<file path="config.mk">
export PLATFORM = sky130hd
export DESIGN_NAME = regs_link_rx
export DESIGN_NICKNAME = d
export VERILOG_FILES = /design/src/rtl/regs_link_rx_pkg.sv /design/src/rtl/regs_link_rx_fifo.sv /design/src/rtl/regs_link_rx.sv
export SDC_FILE = /design/constraint.sdc
export NUM_CORES = 1
export LEC_CHECK = 0
export CORE_MARGIN = 2
export CORE_UTILIZATION = 54
export CTS_CLUSTER_DIAMETER = 40
export CTS_CLUSTER_SIZE = 25
export DETAILED_ROUTE_END_ITERATION = 8
export PLACE_DENSITY = 0.76
export SYNTH_ARGS = -nofsm -noshare
export SYNTH_HDL_FRONTEND = slang
export SYNTH_SLANG_ARGS = --single-unit
export TNS_END_PERCENT = 5
</file>
<file path="constraint.sdc">
create_clock -name CLK -period 2.29 [get_ports CLK]
set_clock_uncertainty 0.1 [all_clocks]
set_input_delay 0.458 -clock CLK [delete_from_list [all_inputs] [get_ports CLK]]
set_output_delay 0.458 -clock CLK [all_outputs]
set_load 0.01 [all_outputs]
</file>
<file path="src/rtl/regs_link_rx_pkg.sv">
// Shared types for the credit-flowed registered link receiver.
// FSM state encodings used by regs_link_rx.
package regs_link_rx_pkg;

    typedef enum logic [1:0] {
        S_INIT = 2'd0,
        S_RUN  = 2'd1,
        S_ERR  = 2'd2
    } state_t;

endpackage

</file>
<file path="src/rtl/regs_link_rx_fifo.sv">
// FWFT buffer for regs_link_rx: storage, pointers, count.
// Head word is read straight from the registered array.
module regs_link_rx_fifo #(
    parameter int WIDTH = 64,
    parameter int DEPTH = 8
) (
    input  logic             CLK,
    input  logic             rst_n,
    input  logic             wr_en,
    input  logic [WIDTH-1:0] din,
    input  logic             rd_en,
    output logic [WIDTH-1:0] dout,
    output logic             empty,
    output logic             full
);

    localparam int AW = $clog2(DEPTH);
    localparam int CW = AW + 1;

    logic [WIDTH-1:0] mem [DEPTH];
    logic [AW-1:0]    wr_ptr;
    logic [AW-1:0]    rd_ptr;
    logic [CW-1:0]    count;
    logic             rd;
    logic             wr;

    // A pop frees its slot in the same cycle, so a full buffer may still accept
    assign rd    = rd_en & ~empty;
    assign wr    = wr_en & (~full | rd);
    assign empty = (count == '0);
    assign full  = (count == CW'(DEPTH));
    assign dout  = mem[rd_ptr];

    always_ff @(posedge CLK or negedge rst_n) begin
        if (!rst_n) begin
            wr_ptr <= '0;
            rd_ptr <= '0;
            count  <= '0;
            for (int i = 0; i < DEPTH; i++) begin
                mem[i] <= '0;
            end
        end else begin
            if (wr) begin
                mem[wr_ptr] <= din;
                wr_ptr      <= wr_ptr + AW'(1);
            end
            if (rd) begin
                rd_ptr <= rd_ptr + AW'(1);
            end
            count <= count + CW'(wr) - CW'(rd);
        end
    end

endmodule

</file>
<file path="src/rtl/regs_link_rx.sv">
// Receive end of a registered credit-flowed link; FWFT output buffer.
// Optional parity check on incoming words: define LINK_RX_PARITY_EN.
module regs_link_rx #(
    parameter int WIDTH = 64,
    parameter int DEPTH = 8
) (
    input  logic             CLK,
    input  logic             rst_n,
    input  logic             link_valid,
    input  logic [WIDTH-1:0] link_data,
    input  logic             link_par,
    output logic             link_credit,
    output logic             out_valid,
    output logic [WIDTH-1:0] out_data,
    input  logic             out_rd,
    output logic             err
);

    import regs_link_rx_pkg::*;

    localparam int AW = $clog2(DEPTH);

    state_t        state;
    state_t        state_d;
    logic [AW-1:0] init_cnt;
    logic [AW-1:0] init_cnt_d;
    logic          credit_q;
    logic          credit_d;
    logic          empty;
    logic          full;
    logic          pop;
    logic          push;
    logic          ovf;
    logic          par_bad;
    logic          fault;

`ifdef LINK_RX_PARITY_EN
    assign par_bad = link_valid & ((^link_data) ^ link_par);
`else
    logic unused_par;
    assign unused_par = link_par;
    assign par_bad    = 1'b0;
`endif

    assign pop   = ~empty & out_rd;
    assign ovf   = link_valid & full & ~pop;
    assign fault = ovf | par_bad;
    assign push  = link_valid & ~fault & (state != S_ERR);

    regs_link_rx_fifo #(
        .WIDTH (WIDTH),
        .DEPTH (DEPTH)
    ) u_fifo (
        .CLK   (CLK),
        .rst_n (rst_n),
        .wr_en (push),
        .din   (link_data),
        .rd_en (pop),
        .dout  (out_data),
        .empty (empty),
        .full  (full)
    );

    assign out_valid   = ~empty;
    assign link_credit = credit_q;
    assign err         = (state == S_ERR);

    always_ff @(posedge CLK or negedge rst_n) begin
        if (!rst_n) begin
            state    <= S_INIT;
            init_cnt <= '0;
            credit_q <= 1'b0;
        end else begin
            state    <= state_d;
            init_cnt <= init_cnt_d;
            credit_q <= credit_d;
        end
    end

    always_comb begin
        state_d    = state;
        init_cnt_d = init_cnt;
        credit_d   = 1'b0;
        unique case (state)
            S_INIT: begin
                credit_d   = 1'b1;
                init_cnt_d = init_cnt + AW'(1);
                if (init_cnt == AW'(DEPTH - 1)) begin
                    state_d = S_RUN;
                end
            end
            S_RUN: begin
                credit_d = pop;
            end
            S_ERR: begin
                credit_d = 1'b0;
            end
            default: begin
                state_d = S_ERR;
            end
        endcase
        // An error stops credit return for good, even mid-init
        if (fault) begin
            state_d  = S_ERR;
            credit_d = 1'b0;
        end
    end

endmodule

</file>
Word level (Yosys, flattened, before mapping) --
Cells that the tools add are included. W data, S select, Z words.
Word-level totals: register bits after elaboration 528, bits in latches 0, RAM bits 0, memory bits (read-only) 0, input bits 69, word-level logic and storage cells 59, memories 0
Cells by class: $add $sub $neg 5, $mul 0, divide/modulo/power cells 0, $lt $le $gt $ge 3, equal/unequal tests 7, shift operators 0, muxes and demuxes 11, bitwise operators 14, reductions and logical operators 5
Operator list (number):
- $bwmux W512 | 1
- $bmux W64 S3 | 1
- $demux W64 S3 | 1
- $mux W64 | 3
- $add A3 B1 Y3 const B | 3
- $ge A4 B4 Y1 const B | 2
- $not A3 Y4 | 2
- $and A1 B1 Y1 | 7
- $add A4 B1 Y4 | 1
- $eq A4 B4 Y1 const B | 1
- $logic_not A4 Y1 | 1
- $lt A4 B1 Y1 const B | 1
- $mux W2 | 2
- $not A1 Y1 | 4
- $pmux W2 S2 | 1
- $sub A4 B1 Y4 | 1
- $eq A3 B3 Y1 const B | 1
- $ne A3 B3 Y1 const B | 1
- $eq A2 B1 Y1 const B | 1
- $eq A2 B2 Y1 const B | 1
- $logic_not A2 Y1 | 1
- $ne A2 B1 Y1 const B | 1
- $ne A2 B2 Y1 const B | 1
- $pmux W1 S2 | 1
- other kinds (5) | 5

Logic depth before layout (Yosys ltp) --
depth in word-level cells 11, depth in mapped cells 11

Cells and area by module --
From an unflattened synthesis, not the netlist that was laid out.
Second synthesis, totals: cell total of the unflattened synthesis 1394, area total of the unflattened synthesis 23981.8 um2
By module, submodules not included:
- regs_link_rx_fifo | instances 1, cells an instance 1369, area an instance 23643.9 um2, seq. area each 13062.5 um2
- regs_link_rx | instances 1, cells an instance 25, area an instance 337.8 um2, seq. area each 150.1 um2

Least setup slack after synthesis --
No wires, ideal clock.
path type register to register, start register u_fifo.count[2], end register u_fifo.count[2], library setup time 0.123 ns, data arrival time 2.324 ns, required time 2.067 ns, path slack -0.257 ns, cell stages (with the launch flop) 12, cells stage by stage dfrtp_1 > inv_1 > ha_1 > or3b_2 > nand2_1 > inv_1 > ha_1 > inv_1 > ha_1 > inv_1 > fa_1 > xnor2_1
On the way: elaborated cells between the ends (all ways) 16, those cells by class add/sub (2); eq/ne (1); bitwise (12); reduce/logical (1)
RTL lines:
- from (decl) | RTL line regs_link_rx_fifo.sv:23 | logic [CW-1:0] count;
- from (signal assigned) | RTL line regs_link_rx_fifo.sv:50 | count <= count + CW'(wr) - CW'(rd);
- $logic_not A4 Y1 * | RTL line regs_link_rx_fifo.sv:30 | assign empty = (count == '0);
- $not A1 Y1 *
- named net out_valid | RTL line regs_link_rx.sv:13 | output logic out_valid,
- $and A1 B1 Y1 | RTL line regs_link_rx.sv:45 | assign pop = ~empty & out_rd;
- $and A1 B1 Y1 * | RTL line regs_link_rx_fifo.sv:28 | assign rd = rd_en & ~empty;
- named net u_fifo.rd | RTL line regs_link_rx_fifo.sv:24 | logic rd;
- $or A1 B1 Y1 | RTL line regs_link_rx_fifo.sv:29 | assign wr = wr_en & (~full | rd);
- $and A1 B1 Y1 | RTL line regs_link_rx_fifo.sv:29
- $add A4 B1 Y4 | RTL line regs_link_rx_fifo.sv:50
- $sub A4 B1 Y4 * | RTL line regs_link_rx_fifo.sv:50
The timed path passes the listed nets; every way through them passes the cells marked *. A chain may end at the register's enable or synchronous reset.

Worst setup path in the final report --
start register u_fifo.rd_ptr[0], end output out_data[12]
On the way: word-level cells in the longest chain between the ends 4
RTL lines:
- from (decl) | RTL line regs_link_rx_fifo.sv:22 | logic [AW-1:0] rd_ptr;
- from (signal assigned) | RTL line regs_link_rx_fifo.sv:48 | rd_ptr <= rd_ptr + AW'(1);
- $not A3 Y4 (implied by the code) | RTL line regs_link_rx_fifo.sv:32 | assign dout = mem[rd_ptr];
- $bmux W64 S3 | RTL line regs_link_rx_fifo.sv:32
- $mux W64 (implied by the code) (2 in a row) | RTL line regs_link_rx_fifo.sv:32
- to (decl) | RTL line regs_link_rx.sv:14 | output logic [WIDTH-1:0] out_data,
Every way passes these cells. The select of a mux whose other input is x is not followed.

==> impl_metrics.toml <==
[run_status]
status = "finished, violations left"
failed_checks = "setup timing"

[cells_and_area]
drive_above_1_share_pct = 61.3
fill_cells = 2907
fin_cells = 2305
final_util_pct = 68.5
synthToLayoutAreaGrowth_pct = 24.5
nets = 1725

[global_route]
grt_pass1_vias = 15100
grt.total_usage_pct = 23.8
grt_overflow = 0
grt_pass1_wl_um = 87200
grt_max_degree = 96
antenna_found_initial = 2

[pwr]
peakVddDrop_uv = 737
finalPower_uw = 27400
power_density_mw_per_mm2 = 877
leakage_uw = 0.0151

[sta]
drv_slew = 0
fin_ws_ns = -0.769
finalCritPeriodShare_pct = 134
period_minus_slack_ns = 3.06
worst_pin_slew_ns = 0.521
finalSetupViolCount = 211
rsz0062_at_grt = "true"
hold_viol_final = 0
tns_ns = -45.10
max_slew_margin_pct = 65.3
max_freq_ghz = 0.327

[drt]
drtIter0Drc = 712
drc = 0
via_per_inst = 5.79
ant_nets = 0
drtPass1Iterations = 5
vias = 13300
drt-wirelength-per-cell_um = 23.7
routed_wl_um = 54700

[critical_path]
path_class = "reg2out"
rr_startpoint = "u_fifo.count[2]"
path_cells = "buf_12 > buf_16 > buf_12 > buf_12 > mux4_2 > mux2_4 > buf_6"
cp_top_family = "buffers and inverters"
critPathMaxStageDelay_ns = 0.52
crit_top_cell = "buf_12"
end_kind = "primary output"
critPathLaunch = "u_fifo.rd_ptr[0]"
worst-path-buf-inv = 5
crit_slowest_cell = "dfrtp_4"
start_kind = "register"
cp_max_fo = 7
critical_path_required_ns = 1.73
crit_arrival_ns = 2.50

[placement]
hpwl_um = 32500
gp_congestion = 0.757
dp_slack_ns = -0.387
io_buffers = 134
dp.cells = 2136

[cts]
clk_pin_slew_ns = 0.06
h-tree-depth = 3
cts_tree = "done"
clk-insertion-delay-late_ns = 0.60
clk_path_buf_depth = 3
cts_root_buffer = "clkbuf_16"
numCtsBuffers = 76
cts_sinks = 528

[logic_synthesis]
postSynthCellCount = 1390
yosys.area.top_type = "dfrtp_1"
ys_seq_area_share_pct = 52.7
netlist_area_mm2 = 0.0251
synth_area_leaders = "dfrtp_1 (53%), mux2_4 (14%), mux2_2 (14%), mux4_2 (11%), buf_12 (1.9%)"
synth_xor_area_share_pct = 0.244
synth.top_cell.area_share_pct = 52.7
dominantRegCellSynth = "dfrtp_1"
synth_fp_nets = 1473
synth_cell_type_count = 34
synth_edf_count = 0
synthSimpleGateAreaFrac_pct = 0.454
synth_common_cells = "dfrtp_1 (528), mux2_2 (318), mux2_4 (240)"
async_flop_share_pct = 100
synth_top_family_by_area = "multiplexers"
synthAdderAreaFrac_pct = 0.729
synth_compound_area_share_pct = 0.719
ys_warn_count = 0
muxShareOfSynthArea_pct = 41.1
syn_avg_cell_area_um2 = 18.0
yosysMostFrequentCell = "dfrtp_1"
ys_ff_latch = 528

[worst_hold_path]
hp-class = "in2async"

[run]
maxCapViolCount = 0

[floorplanning]
pin_count = 136
std_cell_rows = 78
core_area_mm2 = 0.0456
die_w_um = 219
die-area_mm2 = 0.0482
start_util_pct = 55.0
die-height_um = 219
-- where the power goes --
part / leakage, uW / internal (uW) / switching [uW]
registers: 0.00735 / 9430 / 119
logic: 0.00645 / 2890 / 2560
clock network: 0.00134 / 7810 / 4570
total: 0.0151 / 20100 / 7250
-- layer usage --
metal | wire [um] | part of all wire (%) | global-route usage, % | up-vias
li1 | - | - | - | 5742
met1 | 24400 | 45 | 32.9 | 7245
met4 | 1210 | 2.2 | 7.07 | 0
met5 | 0 | 0 | 0 | -
met2 | 26900 | 49 | 38.4 | 273
met3 | 2210 | 4.0 | 4.62 | 87
-- worst reg2reg max path, delay by kind of cell, from the launching register on --
family / cells / cell delay [ns]
buffers and inverters: 4 / 0.59
DFF: 1 / 0.37
AOI/OAI and AO/OA: 1 / 0.29
adders and majority gates: 1 / 0.16
and+or+nand+nor: 1 / 0.39
muxes: 1 / 0.35
-- metrics by stage --
step	hold slack [ns]	area (um^2)
after detailed placement	0.268	27700
after CTS	0.227	31100
after global placement	0.268	27700
final	0.243	31200
after global routing	0.252	31200
after floorplan	0.0624	25100
-- registers in the layout (all words and copies together) (netlist names) --
register	count
init_cnt	3
link_credit	1
u_fifo.rd_ptr	3
u_fifo.wr_ptr	3
state	2
u_fifo.count	4
u_fifo.mem	512
-- timing repair --
action,in CTS,in global routing
buffers inserted,20,5
gates cloned,5,0
setup endpoints to repair,226,315
pin swaps,1,3
endpoints found under the hold margin,95,0
hold buffers,1,0
gates resized for setup,371,35
-- path summary, 6_finish.rpt --
check | to | slack, ns | cells after the start
max | out_data[12] | -0.77 | 7
min | u_fifo.mem[392] | 0.24 | 2
min reg2reg | init_cnt[0] | 0.38 | 1
max reg2reg | u_fifo.mem[103] | -0.08 | 8
min in group CLK | init_cnt[0] | 0.38 | 1
max in group asynchronous | u_fifo.mem[422] | 0.99 | 3
-- layout by cell type, fill, tap and decap left out, types with 2 or more instances in the layout --
master,instances
o211a_4,4
clkbuf_8,6
ha_4,4
dfrtp_1,525
mux4_2,128
mux2_1,21
inv_8,5
mux2_4,292
buf_8,6
inv_1,7
clkinv_2,9
clkinvlp_4,5
and4bb_2,2
buf_12,60
inv_2,6
clkinv_4,6
clkinv_8,6
diode_2,3
dfrtp_4,3
buf_6,69
dlygate4sd2_1,4
nor2b_1,2
bufinv_16,11
xor2_1,4
buf_16,4
clkdlybuf4s50_1,67
clkbuf_16,78
buf_2,10
ha_1,9
nand3_1,2
clkbuf_1,3
nand2b_1,2
buf_4,41
mux2_2,267
inv_6,9
o211ai_4,4
xnor2_1,3
clkdlybuf4s15_2,2
-- logic make-up after synthesis --
| family | count (synthesis) |
|---|---|
| mux | 708 |
| flops | 528 |
| buf+inv | 104 |
| compound gates | 15 |
| fa+ha+maj | 14 |
| simple gates | 14 |
| xor+xnor | 7 |
-- layout make-up --
cell class	instances	area, um^2	area share [%]
clock inverter	51	698	2.24
tap	600	751	2.40
sequential	528	13200	42.3
inverter	13	48.8	0.156
timing repair buffer	265	3310	10.6
antenna	3	7.51	0.0240
clock buffer	87	2050	6.55
multi-input combinational	758	11100	35.7
Power figures use the tool's default switching activity.
